--- config.mk ---
export PLATFORM = sky130hd
export DESIGN_NAME = fd_fetch_queue
export DESIGN_NICKNAME = d
export VERILOG_FILES = /design/src/rtl/fd_fetch_queue.sv
export SDC_FILE = /design/constraint.sdc
export NUM_CORES = 1
export LEC_CHECK = 0
export ABC_AREA = 1
export CORE_AREA = 2 2 114 116
export DETAILED_ROUTE_END_ITERATION = 16
export DIE_AREA = 0 0 116 118
export GPL_TIMING_DRIVEN = 0
export PLACE_DENSITY = 0.78
export SLEW_MARGIN = 30
export SYNTH_ARGS = -nofsm -noshare
export SYNTH_HDL_FRONTEND = slang
export SYNTH_SLANG_ARGS = --single-unit
--- constraint.sdc ---
create_clock -name clk -period 3.95 [get_ports clk]
set_input_delay 0.395 -clock clk [delete_from_list [all_inputs] [get_ports clk]]
set_output_delay 0.395 -clock clk [all_outputs]
set_load 0.01 [all_outputs]
--- src/rtl/fd_fetch_queue.sv ---
// Instruction buffer between fetch and decode: circular queue of fetch records
// presented in order, with single-cycle flush and a bubble when empty.
module fd_fetch_queue #(
    parameter int unsigned DEPTH    = 2,
    parameter logic [31:0] RESET_PC = 32'h0000_3000
) (
    input  logic                       clk,
    input  logic                       reset,
    input  logic                       f_valid,
    input  logic [31:0]                f_pc,
    input  logic [31:0]                f_instr,
    input  logic                       f_adel,
    input  logic                       f_bd,
    output logic                       f_ready,
    output logic                       d_valid,
    output logic [31:0]                d_pc,
    output logic [31:0]                d_instr,
    output logic [4:0]                 d_exccode,
    output logic                       d_bd,
    input  logic                       d_ready,
    input  logic                       flush,
    output logic [$clog2(DEPTH):0]     count
);

    localparam int unsigned PW = $clog2(DEPTH);
    localparam logic [PW:0]   CNT_FULL = (PW+1)'(DEPTH);
    localparam logic [PW:0]   CNT_ONE  = (PW+1)'(1);
    localparam logic [PW-1:0] PTR_ONE  = PW'(1);

    logic [31:0]   pc_q    [DEPTH];
    logic [31:0]   instr_q [DEPTH];
    logic          adel_q  [DEPTH];
    logic          bd_q    [DEPTH];

    logic [PW-1:0] wr_ptr_q, wr_ptr_d;
    logic [PW-1:0] rd_ptr_q, rd_ptr_d;
    logic [PW:0]   count_q, count_d;

    logic          enq, deq;

    // Ready/valid depend on registered occupancy only, so a full queue
    // cannot accept in the same cycle decode drains it.
    assign f_ready = (count_q != CNT_FULL);
    assign d_valid = (count_q != '0);
    assign count   = count_q;

    assign enq = f_valid && f_ready && !flush;
    assign deq = d_valid && d_ready && !flush;

    always_comb begin
        wr_ptr_d = wr_ptr_q;
        rd_ptr_d = rd_ptr_q;
        count_d  = count_q;
        if (flush) begin
            wr_ptr_d = '0;
            rd_ptr_d = '0;
            count_d  = '0;
        end else begin
            if (enq) wr_ptr_d = wr_ptr_q + PTR_ONE;
            if (deq) rd_ptr_d = rd_ptr_q + PTR_ONE;
            if (enq && !deq)      count_d = count_q + CNT_ONE;
            else if (!enq && deq) count_d = count_q - CNT_ONE;
        end
    end

    always_ff @(posedge clk or negedge reset) begin
        if (!reset) begin
            wr_ptr_q <= '0;
            rd_ptr_q <= '0;
            count_q  <= '0;
        end else begin
            wr_ptr_q <= wr_ptr_d;
            rd_ptr_q <= rd_ptr_d;
            count_q  <= count_d;
        end
    end

    // Entry payload needs no reset: it is only observable through count_q.
    always_ff @(posedge clk) begin
        if (enq) begin
            pc_q[wr_ptr_q]    <= f_pc;
            instr_q[wr_ptr_q] <= f_instr;
            adel_q[wr_ptr_q]  <= f_adel;
            bd_q[wr_ptr_q]    <= f_bd;
        end
    end

    always_comb begin
        d_pc      = RESET_PC;
        d_instr   = '0;
        d_exccode = '0;
        d_bd      = 1'b0;
        if (d_valid) begin
            d_pc = pc_q[rd_ptr_q];
            d_bd = bd_q[rd_ptr_q];
            if (adel_q[rd_ptr_q]) begin
                d_exccode = 5'd4;
            end else begin
                d_instr = instr_q[rd_ptr_q];
            end
        end
    end

endmodule
==> results of run 1 <==
[routing by layer]
layer,vias to the layer above,routed length [um]
met5,-,0
met4,0,144
met3,14,746
met2,124,6280
met1,1748,4980
li1,1712,-
[state kept, by name, summed over array words and instances, names as in the netlist]
signal    count
instr_q      64
pc_q         64
adel_q        2
bd_q          2
count         2
rd_ptr_q      1
wr_ptr_q      1
[final timing paths]
| path | startpoint | end | slack, ns | cells after the start |
|---|---|---|---|---|
| worst max-delay path | rd_ptr_q$_DFFE_PN0P_ | d_instr[25] | 1.24 | 6 |
| min in group clk | wr_ptr_q$_DFFE_PN0P_ | wr_ptr_q$_DFFE_PN0P_ | 0.57 | 1 |
| worst max register to register | count[0]$_DFFE_PN0P_ | pc_q[0][1]$_DFFE_PP_ | 2.01 | 6 |
| worst min-delay path | reset | count[0]$_DFFE_PN0P_ | 0.21 | 1 |
| worst min register to register | wr_ptr_q$_DFFE_PN0P_ | wr_ptr_q$_DFFE_PN0P_ | 0.57 | 1 |
| max in group asynchronous | reset | wr_ptr_q$_DFFE_PN0P_ | 3.56 | 1 |
[layout make-up]
class / instances / area (um^2)
Timing Repair Buffer: 146 / 1570
Inverter: 7 / 27.5
Fill cell: 999 / 4830
Sequential cell: 136 / 4060
Clock inverter: 13 / 134
Tap cell: 172 / 215
Clock buffer: 17 / 425
Buffer: 24 / 138
Multi-Input combinational cell: 232 / 1010
[through the flow]
step	setup WS [ns]	hold slack, ns	area (um^2)	power (uW)	setup TNS [ns]
6_report	1.24	0.206	7580	4070	0
3_5_place_dp	1.65	0.553	7020	2610	0
3_3_place_gp	-0.221	0.494	6850	2560	-26.44
4_1_cts	1.22	0.194	7580	4100	0
2_1_floorplan	1.01	0.0994	5230	2120	0
5_1_grt	1.07	0.194	7580	4240	0
[placed cells by master, fill, tap and decap left out]
| cell type | netlist | layout |
|---|---|---|
| sky130_fd_sc_hd__clkdlybuf4s50_1 | 0 | 140 |
| sky130_fd_sc_hd__nand3_1 | 4 | 4 |
| sky130_fd_sc_hd__clkinvlp_4 | 0 | 6 |
| sky130_fd_sc_hd__a21oi_1 | 63 | 63 |
| sky130_fd_sc_hd__nand2_4 | 1 | 1 |
| sky130_fd_sc_hd__nor2_4 | 0 | 2 |
| sky130_fd_sc_hd__inv_1 | 5 | 5 |
| sky130_fd_sc_hd__dfrtp_1 | 4 | 4 |
| sky130_fd_sc_hd__nand2_1 | 145 | 145 |
| sky130_fd_sc_hd__buf_4 | 7 | 7 |
| sky130_fd_sc_hd__buf_6 | 1 | 1 |
| sky130_fd_sc_hd__o22ai_1 | 1 | 1 |
| sky130_fd_sc_hd__bufinv_16 | 0 | 2 |
| sky130_fd_sc_hd__clkbuf_16 | 0 | 17 |
| sky130_fd_sc_hd__clkinv_2 | 1 | 1 |
| sky130_fd_sc_hd__o21ai_0 | 1 | 1 |
| sky130_fd_sc_hd__a21oi_2 | 3 | 3 |
| sky130_fd_sc_hd__clkinv_1 | 0 | 3 |
| sky130_fd_sc_hd__mux2i_1 | 1 | 1 |
| sky130_fd_sc_hd__inv_2 | 1 | 1 |
| sky130_fd_sc_hd__conb_1 | 1 | 4 |
| sky130_fd_sc_hd__clkbuf_1 | 5 | 5 |
| sky130_fd_sc_hd__buf_2 | 11 | 11 |
| sky130_fd_sc_hd__clkinv_4 | 0 | 2 |
| sky130_fd_sc_hd__edfxtp_1 | 132 | 132 |
| sky130_fd_sc_hd__nand2_2 | 3 | 3 |
| sky130_fd_sc_hd__nor2_1 | 6 | 4 |
| sky130_fd_sc_hd__buf_16 | 0 | 6 |
[kinds of logic after synthesis]
| logic type | share of synthesized area, % |
|---|---|
| mux | 0.192 |
| flops | 78.0 |
| buf+inv | 3.17 |
| other cells | 0.0719 |
| simple gates | 11.8 |
| compound gates | 6.77 |
[critical path, delay by kind of cell, from the launching register on]
family	cells	cell delay, ns
compound gates	1	0.21
buf+inv	4	1.22
flops	1	0.41
simple gates	1	0.08
[power by group through the flow]
stage               sequential (uW)  combinational (uW)  clock [uW]
global route                   1720                 945        1580
floorplan                      1740                 384           0
CTS                            1710                 881        1510
finish                         1710                 872        1480
global placement               1740                 819           0
detailed placement             1740                 874           0
==> flow_summary_export.csv, run 1 <==
group,metric,value,unit
yosys,synth_area,5210,um^2
yosys,seq_area_frac_synth,78.0,%
pwr,combinationalPowerShare,21.4,%
placement,dpl.cell_count,717,
timing,actual_transition_at_the_worst_max_transition_pin,0.528,ns
setup_path,timing.critical_path.from_type,"flop",
yosys,postSynthCellCount,396,
timing,maxClockFrequency,369,MHz
clock_tree,cts_post_setup_buffers_inserted,0,
yosys,ys.warnings.count,0,
floorplan,start_util,42.0,%
yosys,dominant_cell_by_count_in_the_synthesized_netlist,"sky130_fd_sc_hd__nand2_1",
clock_tree,tritoncts_num_sinks,136,
floorplan,core.rowCount,41,
placement,place.port_buffers,140,
outcome,status,"finished clean",
yosys,synth.top_cells.by_count,"sky130_fd_sc_hd__nand2_1, sky130_fd_sc_hd__edfxtp_1, sky130_fd_sc_hd__a21oi_1, sky130_fd_sc_hd__buf_2, sky130_fd_sc_hd__buf_4",
global_routing,grt_remaining_overflow,0,
routing,detail_route.wirelength,12200,um
pwr,internal_power_component,3010,uW
routing,route.detailed.wl_per_inst,16.3,um
final_layout,area_growth_syn_to_layout,45.4,%
yosys,synth_cell_type_count,20,
global_routing,grt_start_max_net_pins,24,
global_routing,initial_antenna_violation_count,0,
pwr,total_switching_power,1060,uW
setup_path,critical_path_peak_fanout,10,
routing,drcViolationCount,0,
final_layout,finish.cell_count_without_fillers,747,
timing,finalMaxSlewViolations,0,
timing,timing.max_slew.rel_slack,64.7,%
yosys,postSynthRegisterBits,136,
pwr,switching_part_of_the_total,26.1,%
pwr,vdd.ir_drop.worst,286,uV
setup_path,crit_type,"flop to primary output",
clock_tree,worstSkewPairLatency,0.40,ns
routing,vias_per_cell,4.82,
timing,finalWorstPathRequiredPeriod,2.71,ns
routing,detail-route-antenna-nets,0,
setup_path,cp_cell_sequence,"inv_1 -> buf_4 -> buf_2 -> nand2_1 -> a21oi_1 -> clkdlybuf4s50_1",
setup_path,crit_slowest_cell,"sky130_fd_sc_hd__clkdlybuf4s50_1",
timing,finalHoldViolations,0,
clock_tree,clock_path_buffers,2,
placement,place_congestion,0.766,
pwr,p_leak,0.00269,uW
yosys,yosysTopAreaCell,"sky130_fd_sc_hd__edfxtp_1",
global_routing,global_route.usage.met3,5.51,%
setup_path,longest_individual_stage_delay_on_the_worst_path,0.60,ns
routing,drtIter0Drc,178,
floorplan,fp.coreArea,12400,um^2
final_layout,final_core_utilization,61.1,%
floorplan,floorplan.die_area,13700,um^2
yosys,async_flop_share,2.94,%
global_routing,groute.usage.overall,18.5,%
yosys,synthFlopType,"sky130_fd_sc_hd__edfxtp_1",
floorplan,floorplan.die.height,118,um
timing,layout_worst_path_cycle_share,68.6,%
floorplan,ios,145,
routing,route.vias.total,3598,
timing,rsz0062_at_grt,"no",
pwr,power_frac_clock,36.5,%
global_routing,grt_first_pass_wirelength,19100,um
hold_path,worstHoldPathType,"primary input to async pin",
clock_tree,tritoncts_clock_tree,"yes",
timing,setup_viol,0,
clock_tree,cts_repair_resize_count,0,
clock_tree,cts_made_buffers,17,
yosys,synth_top_cell_area_share,76.0,%
floorplan,die_x,116,um
global_routing,grt.busiest_layer,"met2",
placement,dp_hpwl,8350,um
final_layout,antennaDiodeCount,0,
clock_tree,clock-root-buffer,"sky130_fd_sc_hd__clkbuf_16",
setup_path,crit_path_end_kind,"primary output",
clock_tree,cts-hold-fix-buffers,0,
final_layout,final_net_count,635,
pwr,cellPowerDensity,536,nW/um^2
timing,clock_skew,0.00622,ns
final_layout,drive_gt1_share,11.0,%
setup_path,cp_data_arrival_time,2.32,ns
global_routing,globalRouteMet2Util,31.2,%
global_routing,gr-usage-met1,22.6,%
yosys,synth_enable_flop_cells,132,
global_routing,number_of_global_route_vias_before_repair,3799,
setup_path,worst-endpoint-required,3.56,ns
clock_tree,clock_tree.htree_level_count,4,
pwr,power_frac_seq,42.1,%
yosys,avgSynthCellArea,13.2,um^2
clock_tree,clk_transition_reported_paths,0.06,ns
routing,dr.pass1.iters,4,
yosys,synth_area_leaders,"sky130_fd_sc_hd__edfxtp_1, sky130_fd_sc_hd__nand2_1, sky130_fd_sc_hd__a21oi_1",
job,cap_viol_max_count,0,
Note: power is estimated with default switching activity, not from simulation.
==> run 2, diff against run 1 <==
CORE_AREA = 2 2 108 110   (was 2 2 114 116)
DIE_AREA = 0 0 110 112   (was 0 0 116 118)
PLACE_DENSITY = 0.82   (was 0.78)
clock period = 2.6 ns   (was 3.95 ns; I/O delays follow)
==> run 2 against run 1 <==
Against the previous run:
- critical path depth is the same
- combinational power rose by 50%
- final area increased by 0.71%
- wire length decreased by 6.5%
- critical endpoint is now d_pc[0]
- sequential share of layout area down 0.38 points
==> flow_summary_export.csv, run 2 (synthesis gave the netlist of run 1 again) <==
group,metric,value,unit
clock_tree,cts-hold-fix-buffers,0,
global_routing,groute.usage.overall,19.1,%
routing,dr.pass1.iters,7,
timing,layout_setup_ws,0.115,ns
clock_tree,clock-root-buffer,"sky130_fd_sc_hd__clkbuf_16",
final_layout,area_growth_syn_to_layout,46.4,%
routing,drtIter0Drc,275,
floorplan,core.rowCount,39,
setup_path,worst_r2r_path_depth,6,
final_layout,final_core_utilization,68.3,%
job,cap_viol_max_count,0,
global_routing,grt_start_max_net_pins,22,
timing,finalHoldViolations,0,
global_routing,grt.busiest_layer,"met2",
placement,detailedPlace.worstSlack,0.370,ns
floorplan,die_x,110,um
final_layout,finish.cell_count_without_fillers,719,
final_layout,antennaDiodeCount,0,
timing,finalMaxSlewViolations,0,
placement,dp_hpwl,7840,um
timing,layout_worst_path_cycle_share,95.6,%
final_layout,layout_top_registers,"instr_q (64), pc_q (64)",
setup_path,critical_path_peak_fanout,10,
routing,vias_per_cell,4.99,
global_routing,grt_first_pass_wirelength,17600,um
pwr,vdd.ir_drop.worst,472,uV
setup_path,timing.critical_path.from_type,"flop",
timing,timing.max_slew.rel_slack,63.5,%
floorplan,ios,145,
clock_tree,tritoncts_num_sinks,136,
setup_path,longest_individual_stage_delay_on_the_worst_path,0.58,ns
clock_tree,clk_transition_reported_paths,0.06,ns
timing,actual_transition_at_the_worst_max_transition_pin,0.546,ns
clock_tree,clock_path_buffers,2,
hold_path,worstHoldPathType,"primary input to async pin",
clock_tree,cts_post_setup_buffers_inserted,0,
routing,drcViolationCount,0,
clock_tree,cts_repair_resize_count,0,
routing,detail_route.wirelength,11400,um
final_layout,final_net_count,635,
placement,place_congestion,0.809,
floorplan,start_util,46.6,%
clock_tree,tritoncts_clock_tree,"yes",
timing,rsz0062_at_grt,"yes",
setup_path,cp_data_arrival_time,2.22,ns
final_layout,drive_gt1_share,11.3,%
routing,route.detailed.wl_per_inst,15.8,um
routing,detail-route-antenna-nets,0,
timing,finalWorstPathRequiredPeriod,2.48,ns
clock_tree,cts_made_buffers,17,
global_routing,gr-usage-met1,23.2,%
setup_path,crit_slowest_cell,"sky130_fd_sc_hd__clkdlybuf4s50_1",
floorplan,floorplan.die.height,112,um
global_routing,globalRouteMet2Util,31.5,%
timing,clock_skew,0.00721,ns
placement,place.port_buffers,140,
setup_path,crit_type,"flop to primary output",
routing,route.vias.total,3586,
clock_tree,worstSkewPairLatency,0.40,ns
placement,dpl.cell_count,688,
setup_path,launching_point_of_the_worst_reg2reg_path,"count[0]$_DFFE_PN0P_",
floorplan,fp.coreArea,11200,um^2
setup_path,worst-endpoint-required,2.34,ns
timing,maxClockFrequency,402,MHz
final_layout,layout.cells.most_common,"sky130_fd_sc_hd__nand2_1",
global_routing,grt_remaining_overflow,0,
final_layout,layout.cells.most_common_list,"sky130_fd_sc_hd__nand2_1, sky130_fd_sc_hd__clkdlybuf4s50_1, sky130_fd_sc_hd__edfxtp_1, sky130_fd_sc_hd__a21oi_1, sky130_fd_sc_hd__clkbuf_16",
global_routing,number_of_global_route_vias_before_repair,3698,
timing,setup_viol,0,
global_routing,initial_antenna_violation_count,0,
global_routing,global_route.usage.met3,5.62,%
setup_path,r2r-end,"pc_q[0][0]$_DFFE_PP_",
setup_path,crit_path_end_kind,"primary output",
setup_path,worst_reg2reg_setup_slack,0.65,ns
setup_path,cp_cell_sequence,"inv_1 -> buf_4 -> clkbuf_4 -> nand2_1 -> a21oi_1 -> clkdlybuf4s50_1",
floorplan,floorplan.die_area,12300,um^2
setup_path,delay_heaviest_family_cp,"buffers and inverters",
pwr,p_leak,0.00279,uW
outcome,status,"finished clean",
clock_tree,clock_tree.htree_level_count,4,
setup_path,number_of_buffers_and_inverters_on_the_critical_path,4,
pwr,cellPowerDensity,846,nW/um^2
run 2: changes by cell type in the layout (fill, tap and decap cells not counted), sizes merged:
cell	change
buf	-4
bufinv	+3
clkbuf	+5
clkdlybuf4s50	-2
clkinvlp	-4
dlymetal6s2s	+2
inv	+1
run 2: final cells by class:
| cell class | count | area, um^2 |
|---|---|---|
| clock buffer | 18 | 429 |
| clock inverter | 13 | 203 |
| sequential | 136 | 4060 |
| fill | 750 | 3540 |
| timing repair buffer | 146 | 1570 |
| multi-input combinational | 232 | 1010 |
| tap | 143 | 179 |
| inverter | 7 | 27.5 |
| buffer | 24 | 150 |
run 2: per-stage QoR:
step | instance area (um^2) | power, uW | hold WS, ns | TNS (ns)
4_1_cts | 7620 | 6510 | 0.0582 | 0
3_5_place_dp | 6980 | 3950 | 0.489 | 0
6_report | 7630 | 6460 | 0.0691 | 0
3_3_place_gp | 6820 | 3880 | 0.491 | -37.77
2_1_floorplan | 5240 | 3230 | -0.0356 | 0
5_1_grt | 7630 | 6720 | 0.0624 | -0.0104
run 2: how the worst max path moves through the flow:
stage / start / endpoint / slack, ns / cells after the start
2_1_floorplan: count[0]$_DFFE_PN0P_ / adel_q[0]$_DFFE_PP_ / 0.38 / 4
3_3_place_gp: flush / instr_q[0][30]$_DFFE_PP_ / -0.32 / 4
3_5_place_dp: flush / pc_q[0][9]$_DFFE_PP_ / 0.37 / 6
4_1_cts: count[1]$_DFFE_PN0P_ / d_pc[1] / 0.02 / 4
5_1_grt: rd_ptr_q$_DFFE_PN0P_ / d_instr[21] / -0.01 / 5
6_report: rd_ptr_q$_DFFE_PN0P_ / d_pc[0] / 0.12 / 6
run 2: worst register-to-register path, stage by stage (launching register included):
cell and delay (ns):
sky130_fd_sc_hd__dfrtp_1 0.42, sky130_fd_sc_hd__inv_2 0.08, sky130_fd_sc_hd__nand2_1 0.12, sky130_fd_sc_hd__nand3_1 0.17
sky130_fd_sc_hd__nor2_4 0.46, sky130_fd_sc_hd__buf_16 0.23, sky130_fd_sc_hd__buf_16 0.17
run 2: layer usage:
metal  wire length [um]  up-vias  share of wire [%]
met5                  0        -                  0
met4                199        0                1.8
met3                779       22                6.9
met2               5860      143                 52
met1               4530     1701                 40
li1                   -     1720                  -
run 2: report_power, final:
group | total, uW | internal [uW] | switching [uW]
registers | 2600 | 2560 | 43.3
logic | 1310 | 626 | 688
clock network | 2550 | 1690 | 856
